$ cat config.mk
export PLATFORM = sky130hd
export DESIGN_NAME = hash_round_engine
export DESIGN_NICKNAME = d
export VERILOG_FILES = /design/src/rtl/hash_round_engine.sv
export SDC_FILE = /design/constraint.sdc
export NUM_CORES = 1
export LEC_CHECK = 0
export BUFFER_PORTS_ARGS = -buffer_cell sky130_fd_sc_hd__buf_4
export CELL_PAD_IN_SITES_DETAIL_PLACEMENT = 1
export CELL_PAD_IN_SITES_GLOBAL_PLACEMENT = 1
export CORE_UTILIZATION = 35
export CTS_BUF_LIST = sky130_fd_sc_hd__clkbuf_16
export CTS_CLUSTER_DIAMETER = 30
export CTS_CLUSTER_SIZE = 20
export DETAILED_ROUTE_END_ITERATION = 10
export GPL_TIMING_DRIVEN = 0
export HOLD_SLACK_MARGIN = 0.05
export PLACE_DENSITY = 0.72
export SLEW_MARGIN = 10
export SYNTH_ARGS = -nofsm -noshare
export SYNTH_HDL_FRONTEND = slang
export SYNTH_SLANG_ARGS = --single-unit
$ cat constraint.sdc
create_clock -name clk -period 3.25 [get_ports clk]
set_input_delay 0 -clock clk [delete_from_list [all_inputs] [get_ports clk]]
set_output_delay 0 -clock clk [all_outputs]
set_load 0.02 [all_outputs]
$ cat src/rtl/hash_round_engine.sv
// Iterative 3-word toy-hash round engine: one round per accepted schedule word.
// Optional HASH_FEEDFWD_EN adds the block's initial a/b/c into the result.
module hash_round_engine #(
  parameter int              WIDTH  = 8,
  parameter int              ROUNDS = 32,
  parameter int              SPLIT  = ROUNDS / 2,
  parameter logic [WIDTH-1:0] K1    = 'h99,
  parameter logic [WIDTH-1:0] K2    = 'hA1,
  localparam int             RW     = $clog2(ROUNDS + 1)
) (
  input  logic             clk,
  input  logic             rst_n,
  input  logic             start,
  input  logic [WIDTH-1:0] a_in,
  input  logic [WIDTH-1:0] b_in,
  input  logic [WIDTH-1:0] c_in,
  input  logic             w_valid,
  input  logic [WIDTH-1:0] w_data,
  output logic             w_ready,
  output logic             busy,
  output logic             done,
  output logic [RW-1:0]    round_idx,
  output logic [WIDTH-1:0] a_out,
  output logic [WIDTH-1:0] b_out,
  output logic [WIDTH-1:0] c_out
);

  typedef enum logic [1:0] {IDLE, RUN, DONE} state_t;

  state_t           state;
  logic [WIDTH-1:0] a, b, c;
  logic [WIDTH-1:0] x, na, nb, nc, ra, rb, rc;
  logic             xor_flav, last;

`ifdef HASH_FEEDFWD_EN
  logic [WIDTH-1:0] a_init, b_init, c_init;
`endif

  // Flavour is picked from the completed-round count before this round's increment.
  assign xor_flav = int'(round_idx) < SPLIT;
  assign last     = round_idx == RW'(ROUNDS - 1);

  always_comb begin
    x  = xor_flav ? (a ^ b) : (a | b);
    na = b ^ c;
    nb = c << (WIDTH / 2);
    nc = x + (xor_flav ? K1 : K2) + w_data;
`ifdef HASH_FEEDFWD_EN
    ra = na + a_init;
    rb = nb + b_init;
    rc = nc + c_init;
`else
    ra = na;
    rb = nb;
    rc = nc;
`endif
  end

  always_ff @(posedge clk or negedge rst_n) begin
    if (!rst_n) begin
      state     <= IDLE;
      a         <= '0;
      b         <= '0;
      c         <= '0;
      round_idx <= '0;
      w_ready   <= 1'b0;
      busy      <= 1'b0;
      done      <= 1'b0;
      a_out     <= '0;
      b_out     <= '0;
      c_out     <= '0;
`ifdef HASH_FEEDFWD_EN
      a_init    <= '0;
      b_init    <= '0;
      c_init    <= '0;
`endif
    end else begin
      case (state)
        IDLE: if (start) begin
          a         <= a_in;
          b         <= b_in;
          c         <= c_in;
          round_idx <= '0;
          w_ready   <= 1'b1;
          busy      <= 1'b1;
          state     <= RUN;
`ifdef HASH_FEEDFWD_EN
          a_init    <= a_in;
          b_init    <= b_in;
          c_init    <= c_in;
`endif
        end
        RUN: if (w_valid) begin
          a         <= na;
          b         <= nb;
          c         <= nc;
          round_idx <= round_idx + RW'(1);
          // The final round's result goes straight to the outputs as DONE is entered.
          if (last) begin
            w_ready <= 1'b0;
            done    <= 1'b1;
            a_out   <= ra;
            b_out   <= rb;
            c_out   <= rc;
            state   <= DONE;
          end
        end
        DONE: begin
          done  <= 1'b0;
          busy  <= 1'b0;
          state <= IDLE;
        end
        default: state <= IDLE;
      endcase
    end
  end

endmodule

==> tab_implementation.tex, run 1 <==
\begin{tabular}{lr}
\hline
Metric & Value \\
\hline
\multicolumn{2}{l}{\textbf{Routing}} \\
\quad Total length of routed wires & between 8000 and 9000 um \\
\quad Detailed Routing Iterations Pass 1 & 4 \\
\quad DRC violations left & 0 \\
\quad Iter 0 DRT Violations & about 130 \\
\quad Final ANT Viol Nets & 0 \\
\quad Number of vias per cell & between 4 and 5 \\
\quad Average routed wire per standard cell & between 15 and 20 um \\
\quad Total vias in the final route & between 2k and 3k \\
\multicolumn{2}{l}{\textbf{Timing}} \\
\quad Endpoints failing hold & 0 \\
\quad Final TNS setup & 0 ps \\
\quad Maximum clock skew at final layout & 6.628 ps \\
\quad Endpoints failing setup & 0 \\
\quad Relative slew margins & 0.5202 \\
\quad Setup repair after global routing missed its margin & no \\
\quad Max-slew violation count & 0 \\
\quad Max Freq & 0.3241 GHz \\
\quad Final Cycle Share & 0.9493 \\
\quad Transition time of the tightest slew-check pin & around 700 ps \\
\quad Time the worst path needs with I/O delays and setup & a little over 3000 ps \\
\multicolumn{2}{l}{\textbf{Cells and area}} \\
\quad \# nets final & $\sim$490 \\
\quad Commonest non-fill, non-tap cells in the layout & 70 x sky130\_fd\_sc\_hd\_\_buf\_4, 57 x sky130\_fd\_sc\_hd\_\_nand2\_1, 55 x sky130\_fd\_sc\_hd\_\_dfrtp\_1, 28 x sky130\_fd\_sc\_hd\_\_o21ai\_1 \\
\quad Synthesis-to-layout area growth & 34.12\% \\
\quad Leading cell type in the layout, fill and taps excluded & sky130\_fd\_sc\_hd\_\_buf\_4 \\
\quad Final non-filler cell total & between 500 and 600 \\
\quad Total inserted antenna cells & 0 \\
\quad Share of final-layout standard cells stronger than drive strength 1 & 0.2290 \\
\quad Fill cells & between 900 and 1k \\
\multicolumn{2}{l}{\textbf{Synth}} \\
\quad Biggest area contributors in the synthesized netlist & sky130\_fd\_sc\_hd\_\_dfrtp\_1 45\%, sky130\_fd\_sc\_hd\_\_ha\_1 7.9\%, sky130\_fd\_sc\_hd\_\_nand2\_1 7.1\% \\
\quad Total of flip-flops plus latches after synthesis & 55 \\
\quad Dominant register cell in the synthesized netlist & sky130\_fd\_sc\_hd\_\_dfrtp\_1 \\
\quad Register area share after synthesis & 0.4549 \\
\quad Number of warnings issued by yosys & 0 \\
\quad Mapped cell area & 3025 um\^{}2 \\
\quad Number of library cell types mapped by synthesis & 38 \\
\quad Async set-or-reset flop fraction in the synthesized netlist & 1.000 \\
\quad Cell type with the highest aggregate area in the netlist & sky130\_fd\_sc\_hd\_\_dfrtp\_1 \\
\quad Syn\_area\_per\_cell & between 9 and 10 um\^{}2 \\
\quad Cells after synthesis & $\sim$330 \\
\quad Number of enable-type register cells in the synthesized netlist & 0 \\
\quad Share of Yosys cell area claimed by the top area cell type & 0.4549 \\
\multicolumn{2}{l}{\textbf{Clock tree}} \\
\quad Maximum level of the CTS H-tree & 2 \\
\quad TritonCTS Sinks & 55 \\
\quad Clock latency of the later-clocked register in the worst-skew pair & 290 ps \\
\quad CTS clock-pin slew for the worst setup and hold paths & 70 ps \\
\quad Number of buffers created by CTS & 5 \\
\quad Clock root buffer & sky130\_fd\_sc\_hd\_\_clkbuf\_16 \\
\quad Largest buffer count on any clock path & 2 \\
\quad Post CTS Setup Buffer Count & 0 \\
\quad CTS tree & done \\
\multicolumn{2}{l}{\textbf{Die}} \\
\quad Io pins & between 60 and 70 \\
\quad Die area & approximately 9000 um\^{}2 \\
\quad Chip height & approximately 95 um \\
\quad Effective utilization at floorplan & 0.3645 \\
\quad Area of the core & 8299 um\^{}2 \\
\quad Horizontal extent of the die & between 90 and 100 um \\
\quad Number of cell rows & 33 \\
\multicolumn{2}{l}{\textbf{Critical path}} \\
\quad WP data arrival & 3260 ps \\
\quad Startpoint-to-endpoint class of the critical path & flip-flop to flip-flop \\
\quad Termination of the worst setup path & c[7] \\
\quad Start point of the critical path & round\_idx[4] \\
\quad Crit Reg-Reg Startpoint & round\_idx[4] \\
\quad Sort of element at the start of the critical path & flip-flop \\
\quad Setup slack on the worst flop-to-flop path & about 160 ps \\
\quad Required time at the endpoint of the critical path & 3420 ps \\
\quad Crit Reg-Reg Endpoint & c[7] \\
\quad Highest net fanout along the worst path & 17 \\
\quad Endpoint type of the worst setup path & flip-flop \\
\quad Depth of the worst register-to-register path & 11 \\
\multicolumn{2}{l}{\textbf{Placed design}} \\
\quad HPWL after detailed placement & $\sim$6500 um \\
\quad Placed Cells & a little over 500 \\
\quad Number of input and output port buffers inserted & 64 \\
\quad Final weighted congestion in routability-driven placement & between 0.8 and 0.9 \\
\multicolumn{2}{l}{\textbf{Global route}} \\
\quad Total overflow reported by the global router & 0 \\
\quad Initial antenna violation count & 0 \\
\quad Pin count of the biggest net entering global routing & 56 \\
\quad First-pass GRT wire length & $\sim$14,000 um \\
\quad GRT Util Overall & 0.2139 \\
\quad Number of global-route vias before repair & 2,727 \\
\multicolumn{2}{l}{\textbf{Power and ir drop}} \\
\quad Cell area power density & about 1200 nW/um\^{}2 \\
\quad Lkg Pwr & 0.002026 uW \\
\quad Maximum vdd ir drop & a little under 0.0005 V \\
\multicolumn{2}{l}{\textbf{Outcome}} \\
\quad Result of the run & completed \\
\multicolumn{2}{l}{\textbf{Worst hold path}} \\
\quad Classification of the worst-slack hold path & input pin to flip-flop \\
\multicolumn{2}{l}{\textbf{Flow run}} \\
\quad MaxCap Viol Count & 0 \\
\hline
\end{tabular}
==> worst max-delay path, stage by stage (launching register included) <==
cell	delay (ps)
sky130_fd_sc_hd__dfrtp_1	450
sky130_fd_sc_hd__or2_1	260
sky130_fd_sc_hd__buf_6	170
sky130_fd_sc_hd__a21oi_1	190
sky130_fd_sc_hd__ha_1	260
sky130_fd_sc_hd__ha_1	250
sky130_fd_sc_hd__fa_1	440
sky130_fd_sc_hd__a211oi_1	270
sky130_fd_sc_hd__o21bai_1	120
sky130_fd_sc_hd__a21oi_1	240
sky130_fd_sc_hd__xnor2_1	190
sky130_fd_sc_hd__o21ai_1	110
==> registers in the layout (all words and copies together) (netlist names) <==
register,flops
a,8
done,1
b_out,4
state,2
a_out,8
w_ready,1
round_idx,6
c_out,8
c,8
b,8
busy,1
==> through the flow <==
stage,utilization,setup slack [ps],power [uW],hold WS [ps],instance area [um^2]
3_3_place_gp,0.4396,-70.16,4118,102.7,3649
3_5_place_dp,0.4396,-109.1,4223,108.3,3649
2_1_floorplan,-,320.8,3226,-295.6,3037
4_1_cts,0.4885,160.7,4954,63.51,4054
6_report,0.4889,164.8,4919,65.27,4058
5_1_grt,0.4889,6.643,5361,91.65,4058
==> synth_stat cells, types with 2 or more instances <==
cell type / n
sky130_fd_sc_hd__a21oi_1: 23
sky130_fd_sc_hd__nor2_1: 27
sky130_fd_sc_hd__a21o_1: 4
sky130_fd_sc_hd__and3_1: 3
sky130_fd_sc_hd__o21bai_1: 2
sky130_fd_sc_hd__xor2_1: 5
sky130_fd_sc_hd__a31oi_1: 6
sky130_fd_sc_hd__buf_2: 9
sky130_fd_sc_hd__buf_6: 2
sky130_fd_sc_hd__nor2b_1: 2
sky130_fd_sc_hd__a21oi_2: 4
sky130_fd_sc_hd__clkbuf_1: 3
sky130_fd_sc_hd__dfrtp_1: 55
sky130_fd_sc_hd__nand2_1: 57
sky130_fd_sc_hd__fa_1: 4
sky130_fd_sc_hd__nand3_1: 3
sky130_fd_sc_hd__nand4_1: 3
sky130_fd_sc_hd__a211oi_1: 2
sky130_fd_sc_hd__ha_1: 19
sky130_fd_sc_hd__xnor2_1: 13
sky130_fd_sc_hd__o21ai_1: 29
sky130_fd_sc_hd__nand2_2: 2
sky130_fd_sc_hd__nor3_1: 2
sky130_fd_sc_hd__o21a_1: 2
sky130_fd_sc_hd__o211ai_1: 8
sky130_fd_sc_hd__inv_1: 26
sky130_fd_sc_hd__buf_4: 6
==> metal layers <==
metal / up-vias / global-route usage / wire (um)
met2: 59 / 0.3723 / 4457
met5: - / 0 / 0
met3: 6 / 0.04428 / 341
met4: 0 / 0.03409 / 54
li1: 1288 / - / -
met1: 1297 / 0.2770 / 3931
==> power breakdown <==
part           switching (uW)  leakage, uW  internal [uW]
clock network             248    0.0000952            439
logic                    1790      0.00124           1260
registers                 221     0.000693            961
==> cell families after synthesis <==
group,count (synthesis),share of synthesized area
simple gates,106,0.1530
flops,55,0.4549
other cells,1,0.001240
buf+inv,47,0.07527
fa+ha+maj,23,0.1050
xor+xnor,18,0.05211
compound gates,82,0.1584
==> how the worst min path moves through the flow <==
stage               slack, ps  depth (start not counted)       end  startpoint
floorplan                -300                          0      a[0]       rst_n
global placement          100                          1  c_out[6]       rst_n
detailed placement        110                          1  c_out[5]       rst_n
CTS                        60                          4      c[6]     c_in[6]
global route               90                          4      c[6]     c_in[6]
finish                     70                          4      c[7]     c_in[7]
==> layout make-up <==
type	instances	area, um^2	share of cell area
sequential	55	1376	0.3392
clock buffer	5	125.1	0.03084
inverter	27	103.9	0.02559
multi-input combinational	233	1436	0.3540
buffer	19	120.1	0.02960
tap	105	131.4	0.03238
timing repair buffer	86	700.7	0.1727
clock inverter	3	63.81	0.01573
==> repair_timing <==
action / CTS / global route
pin swaps: 0 / 0
gates cloned: 0 / 0
resized for setup: 0 / 1
hold endpoints to repair: 77 / 0
hold buffers: 22 / 0
setup endpoints to repair: 5 / 1
(Power assumes the default switching activity.)
==> run 2: changes to the inputs <==
--- a/config.mk
+++ b/config.mk
@@ -8,14 +8,14 @@
 export BUFFER_PORTS_ARGS = -buffer_cell sky130_fd_sc_hd__buf_4
 export CELL_PAD_IN_SITES_DETAIL_PLACEMENT = 1
 export CELL_PAD_IN_SITES_GLOBAL_PLACEMENT = 1
-export CORE_UTILIZATION = 35
+export CORE_UTILIZATION = 40
 export CTS_BUF_LIST = sky130_fd_sc_hd__clkbuf_16
 export CTS_CLUSTER_DIAMETER = 30
 export CTS_CLUSTER_SIZE = 20
 export DETAILED_ROUTE_END_ITERATION = 10
 export GPL_TIMING_DRIVEN = 0
 export HOLD_SLACK_MARGIN = 0.05
-export PLACE_DENSITY = 0.72
+export PLACE_DENSITY = 0.81
 export SLEW_MARGIN = 10
 export SYNTH_ARGS = -nofsm -noshare
 export SYNTH_HDL_FRONTEND = slang
==> run 2 against run 1 <==
  * Critical path depth decreased by 1
  * Largest cell class unchanged
  * First-iteration DRC count increased by 23%
  * Register-to-register slack improved by 60 ps
  * Clock power decreased by 21%
  * Utilization increased by 6.0 points
  * Largest power group unchanged
  * Combinational power decreased by 2%
  * Total power decreased by 4.1%
  * Highest routed layer unchanged
==> tab_implementation.tex, run 2 (synthesis gave the netlist of run 1 again) <==
\begin{tabular}{lr}
\hline
Metric & Value \\
\hline
\multicolumn{2}{l}{\textbf{Outcome}} \\
\quad Result of the run & completed \\
\multicolumn{2}{l}{\textbf{Timing}} \\
\quad Transition time of the tightest slew-check pin & 727.6 ps \\
\quad Time the worst path needs with I/O delays and setup & approximately 3000 ps \\
\quad Endpoints failing setup & 0 \\
\quad Max-slew violation count & 0 \\
\quad Max Freq & approximately 0.33 GHz \\
\quad Relative slew margins & 0.5149 \\
\quad Maximum clock skew at final layout & roughly 7.3 ps \\
\quad Setup repair after global routing missed its margin & no \\
\quad Final TNS setup & 0 ps \\
\quad Endpoints failing hold & 0 \\
\quad Final Cycle Share & 0.9300 \\
\multicolumn{2}{l}{\textbf{Power and ir drop}} \\
\quad Lkg Pwr & between 0.0015 and 0.002 uW \\
\quad Cell area power density & roughly 1200 nW/um\^{}2 \\
\quad Maximum vdd ir drop & roughly 0.0004 V \\
\multicolumn{2}{l}{\textbf{Routing}} \\
\quad DRC violations left & 0 \\
\quad Total length of routed wires & between 9000 and 10,000 um \\
\quad Number of vias per cell & 5.175 \\
\quad Final ANT Viol Nets & 0 \\
\quad Detailed Routing Iterations Pass 1 & 4 \\
\quad Average routed wire per standard cell & 17.43 um \\
\quad Iter 0 DRT Violations & roughly 160 \\
\quad Total vias in the final route & $\sim$2.7k \\
\multicolumn{2}{l}{\textbf{Critical path}} \\
\quad Endpoint type of the worst setup path & flip-flop \\
\quad Highest net fanout along the worst path & 17 \\
\quad Required time at the endpoint of the critical path & 3420 ps \\
\quad WP data arrival & between 3000 and 4000 ps \\
\quad Sort of element at the start of the critical path & flip-flop \\
\quad Startpoint-to-endpoint class of the critical path & flip-flop to flip-flop \\
\quad Setup slack on the worst flop-to-flop path & approximately 230 ps \\
\multicolumn{2}{l}{\textbf{Placed design}} \\
\quad Post-place instance area & between 3000 and 4000 um\^{}2 \\
\quad Final weighted congestion in routability-driven placement & 0.8041 \\
\quad HPWL after detailed placement & 6552 um \\
\quad Number of input and output port buffers inserted & between 60 and 70 \\
\multicolumn{2}{l}{\textbf{Clock tree}} \\
\quad Post CTS Setup Buffer Count & 0 \\
\quad CTS clock-pin slew for the worst setup and hold paths & 70 ps \\
\quad Largest buffer count on any clock path & 2 \\
\quad Maximum level of the CTS H-tree & 2 \\
\quad Clock latency of the later-clocked register in the worst-skew pair & 300 ps \\
\quad Number of buffers created by CTS & 5 \\
\quad Clock root buffer & sky130\_fd\_sc\_hd\_\_clkbuf\_16 \\
\quad TritonCTS Sinks & 55 \\
\quad CTS tree & done \\
\multicolumn{2}{l}{\textbf{Flow run}} \\
\quad MaxCap Viol Count & 0 \\
\multicolumn{2}{l}{\textbf{Cells and area}} \\
\quad Share of final-layout standard cells stronger than drive strength 1 & 0.2313 \\
\quad Total inserted antenna cells & 0 \\
\quad Leading cell type in the layout, fill and taps excluded & sky130\_fd\_sc\_hd\_\_buf\_4 \\
\quad Area of all placed cells without fillers & roughly 4000 um\^{}2 \\
\quad Multi-input logic area & 1436 um\^{}2 \\
\quad \# nets final & slightly below 500 \\
\quad Fill cells & about 900 \\
\quad Synthesis-to-layout area growth & 32.42\% \\
\quad Final core utilization & 0.5494 \\
\quad Sequential cell area in the final layout & about 1400 um\^{}2 \\
\quad Commonest non-fill, non-tap cells in the layout & 70 x sky130\_fd\_sc\_hd\_\_buf\_4, 57 x sky130\_fd\_sc\_hd\_\_nand2\_1, 55 x sky130\_fd\_sc\_hd\_\_dfrtp\_1, 29 x sky130\_fd\_sc\_hd\_\_o21ai\_1, 27 x sky130\_fd\_sc\_hd\_\_nor2\_1 \\
\multicolumn{2}{l}{\textbf{Die}} \\
\quad Number of cell rows & 31 \\
\quad Effective utilization at floorplan & 0.4149 \\
\quad Io pins & 69 \\
\quad Die area & between 7000 and 8000 um\^{}2 \\
\quad Horizontal extent of the die & approximately 89 um \\
\quad Area of the core & 7292 um\^{}2 \\
\quad Chip height & 88.97 um \\
\multicolumn{2}{l}{\textbf{Global route}} \\
\quad First-pass GRT wire length & 14,640 um \\
\quad GRT Util Overall & 0.2517 \\
\quad Number of global-route vias before repair & approximately 2.9k \\
\quad Total overflow reported by the global router & 0 \\
\quad Initial antenna violation count & 0 \\
\quad Pin count of the biggest net entering global routing & 56 \\
\multicolumn{2}{l}{\textbf{Worst hold path}} \\
\quad Classification of the worst-slack hold path & input pin to flip-flop \\
\hline
\end{tabular}
run 2: metrics by stage:
| step | total power (uW) | worst slack (ps) | hold WS, ps | std cells |
|---|---|---|---|---|
| 2_1_floorplan | 3226 | 320.8 | -295.6 | 335 |
| 6_report | 4715 | 227.4 | 47.28 | 527 |
| 3_3_place_gp | 3976 | -93.60 | 106.8 | 498 |
| 5_1_grt | 5107 | 90.27 | 70.41 | 527 |
| 4_1_cts | 4746 | 225.5 | 57.12 | 527 |
| 3_5_place_dp | 4138 | -177.3 | 108.8 | 498 |
run 2: power breakdown:
part / leakage, uW / internal (uW) / switching, uW / total [uW]
registers: 0.000693 / 961 / 222 / 1180
logic: 0.00124 / 1260 / 1730 / 2990
clock network: 0.0000658 / 285 / 257 / 542
total: 0.00200 / 2500 / 2210 / 4720
run 2: repair_timing:
| item | in CTS | in global routing |
|---|---|---|
| hold buffers | 22 | 0 |
| gates resized for setup | 1 | 0 |
| hold endpoints to repair | 77 | 0 |
| endpoints found under the setup margin | 6 | 0 |
run 2: routing by layer:
layer,vias up,routed length [um],GRT usage
met5,-,0,0
met4,0,209,0.08081
met3,13,435,0.04340
met2,81,4684,0.4441
met1,1347,3857,0.3152
li1,1286,-,-
run 2: layout make-up:
cell class / count / area share
inverters: 27 / 0.02592
clock buffers: 5 / 0.03123
plain buffers: 19 / 0.02998
multi-input cells: 233 / 0.3585
repair buffers: 86 / 0.1749
clock inverters: 3 / 0.004997
well taps: 99 / 0.03092
flip-flops and latches: 55 / 0.3435
run 2: worst paths after layout:
kind	from	end	cells after the start
min	c_in[4]	c[4]	4
min reg2reg	b_out[6]	b_out[6]	2
min in group asynchronous	rst_n	a_out[4]	2
max in group asynchronous	rst_n	c[6]	2
max reg2reg	round_idx[4]	c[7]	10
max	round_idx[4]	c[7]	10
run 2: critical path: stages (launching register included):
cell                       delay, ps
sky130_fd_sc_hd__dfrtp_1         450
sky130_fd_sc_hd__or2_1           260
sky130_fd_sc_hd__buf_6           170
sky130_fd_sc_hd__a21oi_2         250
sky130_fd_sc_hd__fa_1            490
sky130_fd_sc_hd__ha_1            390
sky130_fd_sc_hd__a211oi_1        260
sky130_fd_sc_hd__o21bai_1        120
sky130_fd_sc_hd__a21oi_1         180
sky130_fd_sc_hd__xnor2_1         210
sky130_fd_sc_hd__o21ai_1         110
==> run 3: changes to the inputs <==
--- a/config.mk
+++ b/config.mk
@@ -8,14 +8,14 @@
 export BUFFER_PORTS_ARGS = -buffer_cell sky130_fd_sc_hd__buf_4
 export CELL_PAD_IN_SITES_DETAIL_PLACEMENT = 1
 export CELL_PAD_IN_SITES_GLOBAL_PLACEMENT = 1
-export CORE_UTILIZATION = 40
+export CORE_UTILIZATION = 44
 export CTS_BUF_LIST = sky130_fd_sc_hd__clkbuf_16
 export CTS_CLUSTER_DIAMETER = 30
 export CTS_CLUSTER_SIZE = 20
 export DETAILED_ROUTE_END_ITERATION = 10
 export GPL_TIMING_DRIVEN = 0
 export HOLD_SLACK_MARGIN = 0.05
-export PLACE_DENSITY = 0.81
+export PLACE_DENSITY = 0.88
 export SLEW_MARGIN = 10
 export SYNTH_ARGS = -nofsm -noshare
 export SYNTH_HDL_FRONTEND = slang
==> constraint.sdc (replaced) <==
create_clock -name clk -period 3.75 [get_ports clk]
set_input_delay 0 -clock clk [delete_from_list [all_inputs] [get_ports clk]]
set_output_delay 0 -clock clk [all_outputs]
set_load 0.02 [all_outputs]
==> run 3 against run 2 <==
  * The flow now finishes with violations (design-rule violations)
  * Worst hold slack improved by 6.7 ps
  * Non-clock buffer count is 1 higher
  * Clock power shrank 12%
  * Register-to-register slack better by 50 ps
==> tab_implementation.tex, run 3 (synthesis gave the netlist of run 1 again) <==
\begin{tabular}{lr}
\hline
Metric & Value \\
\hline
\multicolumn{2}{l}{\textbf{Outcome}} \\
\quad Result of the run & complete, but fails checks \\
\quad Failing checks & design-rule violations \\
\multicolumn{2}{l}{\textbf{Critical path}} \\
\quad Highest net fanout along the worst path & 10 \\
\quad WP data arrival & approximately 3700 ps \\
\quad Depth of the worst register-to-register path & 12 \\
\quad Setup slack on the worst flop-to-flop path & 270 ps \\
\quad Sequence of cells on the critical path & or2\_1 > buf\_6 > clkbuf\_1 > a21oi\_1 > ha\_1 > ha\_1 > fa\_1 > a211oi\_1 > o21bai\_1 > a21oi\_1 > xnor2\_1 > o21ai\_1 \\
\quad Endpoint type of the worst setup path & flip-flop \\
\quad Required time at the endpoint of the critical path & 3920 ps \\
\quad Sort of element at the start of the critical path & flip-flop \\
\quad Cell with the biggest individual delay on the critical path & sky130\_fd\_sc\_hd\_\_dfrtp\_1 \\
\quad Crit Reg-Reg Endpoint & c[7] \\
\quad Startpoint-to-endpoint class of the critical path & flip-flop to flip-flop \\
\quad Crit Reg-Reg Startpoint & round\_idx[4] \\
\quad Start point of the critical path & round\_idx[4] \\
\quad Maximum single-stage delay on the critical path & around 470 ps \\
\multicolumn{2}{l}{\textbf{Clock tree}} \\
\quad Maximum level of the CTS H-tree & 2 \\
\quad Largest buffer count on any clock path & 2 \\
\quad Clock root buffer & sky130\_fd\_sc\_hd\_\_clkbuf\_16 \\
\quad CTS clock-pin slew for the worst setup and hold paths & 70 ps \\
\quad TritonCTS Sinks & 55 \\
\quad Clock latency of the later-clocked register in the worst-skew pair & 300 ps \\
\quad Number of buffers created by CTS & 5 \\
\quad CTS tree & done \\
\multicolumn{2}{l}{\textbf{Die}} \\
\quad Die area & a little over 7000 um\^{}2 \\
\quad Chip height & $\sim$85 um \\
\quad Horizontal extent of the die & 84.92 um \\
\quad Number of cell rows & 29 \\
\quad Effective utilization at floorplan & 0.4658 \\
\quad Io pins & 69 \\
\quad Area of the core & between 6000 and 7000 um\^{}2 \\
\multicolumn{2}{l}{\textbf{Cells and area}} \\
\quad Share of final-layout standard cells stronger than drive strength 1 & 0.2261 \\
\quad Synthesis-to-layout area growth & 31.51\% \\
\quad Commonest non-fill, non-tap cells in the layout & 70 x sky130\_fd\_sc\_hd\_\_buf\_4, 57 x sky130\_fd\_sc\_hd\_\_nand2\_1, 55 x sky130\_fd\_sc\_hd\_\_dfrtp\_1, 29 x sky130\_fd\_sc\_hd\_\_o21ai\_1, 27 x sky130\_fd\_sc\_hd\_\_nor2\_1 \\
\quad Fill cells & 759 \\
\quad Final non-filler cell total & 506 \\
\quad Total inserted antenna cells & 0 \\
\quad Leading cell type in the layout, fill and taps excluded & sky130\_fd\_sc\_hd\_\_buf\_4 \\
\quad Final core utilization & 0.6126 \\
\quad Sequential cell area in the final layout & approximately 1400 um\^{}2 \\
\quad \# nets final & roughly 490 \\
\quad Multi-input logic area & 1433 um\^{}2 \\
\multicolumn{2}{l}{\textbf{Routing}} \\
\quad Final ANT Viol Nets & 0 \\
\quad Number of vias per cell & between 5 and 6 \\
\quad Detailed Routing Iterations Pass 1 & 9 \\
\quad Average routed wire per standard cell & about 19 um \\
\quad Iter 0 DRT Violations & around 140 \\
\quad Total vias in the final route & between 2k and 3k \\
\quad Met2 wire length & 4955 um \\
\quad Top layer used by detailed routing & met4 \\
\quad Total length of routed wires & between 9000 and 10,000 um \\
\quad Met3 routed wirelength & roughly 500 um \\
\quad DRC violations left & 6 \\
\quad Wl on met1 & about 4000 um \\
\multicolumn{2}{l}{\textbf{Placed design}} \\
\quad HPWL after detailed placement & approximately 6700 um \\
\quad Placed Cells & between 400 and 500 \\
\quad Worst slack after detailed placement & between 300 and 400 ps \\
\quad Number of input and output port buffers inserted & 64 \\
\quad Final weighted congestion in routability-driven placement & between 0.9 and 1 \\
\multicolumn{2}{l}{\textbf{Timing}} \\
\quad Relative slew margins & 0.5119 \\
\quad Endpoints failing hold & 0 \\
\quad Setup slack after layout & around 270 ps \\
\quad Setup repair after global routing missed its margin & no \\
\quad Max Freq & between 0.2 and 0.3 GHz \\
\quad Maximum clock skew at final layout & roughly 6.0 ps \\
\quad Final TNS setup & 0 ps \\
\quad Time the worst path needs with I/O delays and setup & between 3000 and 4000 ps \\
\quad Transition time of the tightest slew-check pin & roughly 730 ps \\
\quad Endpoints failing setup & 0 \\
\quad Max-slew violation count & 0 \\
\quad Final Cycle Share & 0.9272 \\
\multicolumn{2}{l}{\textbf{Power and ir drop}} \\
\quad Maximum vdd ir drop & 0.0004740 V \\
\quad Total chip power & between 4000 and 5000 uW \\
\quad Lkg Pwr & between 0.0015 and 0.002 uW \\
\quad Cell area power density & 1054 nW/um\^{}2 \\
\multicolumn{2}{l}{\textbf{Global route}} \\
\quad Number of global-route vias before repair & $\sim$3.2k \\
\quad First-pass GRT wire length & approximately 16,000 um \\
\quad Total overflow reported by the global router & 0 \\
\quad Initial antenna violation count & 0 \\
\quad Pin count of the biggest net entering global routing & 56 \\
\quad GRT Util Overall & 0.2942 \\
\multicolumn{2}{l}{\textbf{Worst hold path}} \\
\quad Min-delay src & c\_in[7] \\
\quad Classification of the worst-slack hold path & input pin to flip-flop \\
\quad Hold Crit Depth & 4 \\
\quad End point of the most critical hold path & c[7] \\
\multicolumn{2}{l}{\textbf{Flow run}} \\
\quad MaxCap Viol Count & 0 \\
\hline
\end{tabular}
==> run 3: where the power goes <==
part / switching, uW / internal (uW)
logic: 1590 / 1100
registers: 200 / 833
clock network: 227 / 247
total: 2010 / 2180
==> run 3: how the worst max path moves through the flow <==
stage                       to  slack (ps)  cells after the start
after detailed placement  c[6]         370                     11
after global placement    c[7]         450                     11
final                     c[7]         270                     12
after CTS                 c[7]         340                     12
after global routing      c[7]          30                     12
after floorplan           c[7]         820                     12
==> run 3: metal layers <==
layer,GRT usage,up-vias
met5,0,-
met4,0.1341,0
met3,0.04572,26
met2,0.5225,98
met1,0.3525,1373
li1,-,1284
==> run 3: final cells by class <==
type                            instances  area share
Sequential cell                        55      0.3459
Clock buffer                            5     0.03145
Timing Repair Buffer                   86      0.1761
Inverter                               27     0.02610
Clock inverter                          3    0.005031
Multi-Input combinational cell        233      0.3601
Tap cell                               77     0.02421
Buffer                                 20     0.03113
==> run 3: critical path: cells and delay by family (launching register included) <==
kind,cells,cell delay [ps]
AOI/OAI and AO/OA,5,870
xor gates and xnor gates,1,220
adders and majority gates,3,1030
buffers and inverters,2,590
DFF,1,470
and+or+nand+nor,1,160
==> run 3: repair_timing <==
| item | 4_1_cts | 5_1_grt |
|---|---|---|
| resized for setup | 0 | 0 |
| endpoints found under the hold margin | 77 | 0 |
| setup buffers | 0 | 0 |
| hold buffers | 22 | 0 |
==> run 3: metrics by stage <==
stage / hold slack [ps] / instance area (um^2)
6_report: 53.96 / 3979
5_1_grt: 72.77 / 3979
4_1_cts: 56.00 / 3979
3_5_place_dp: 107.2 / 3613
3_3_place_gp: 99.43 / 3613
2_1_floorplan: -295.6 / 3037
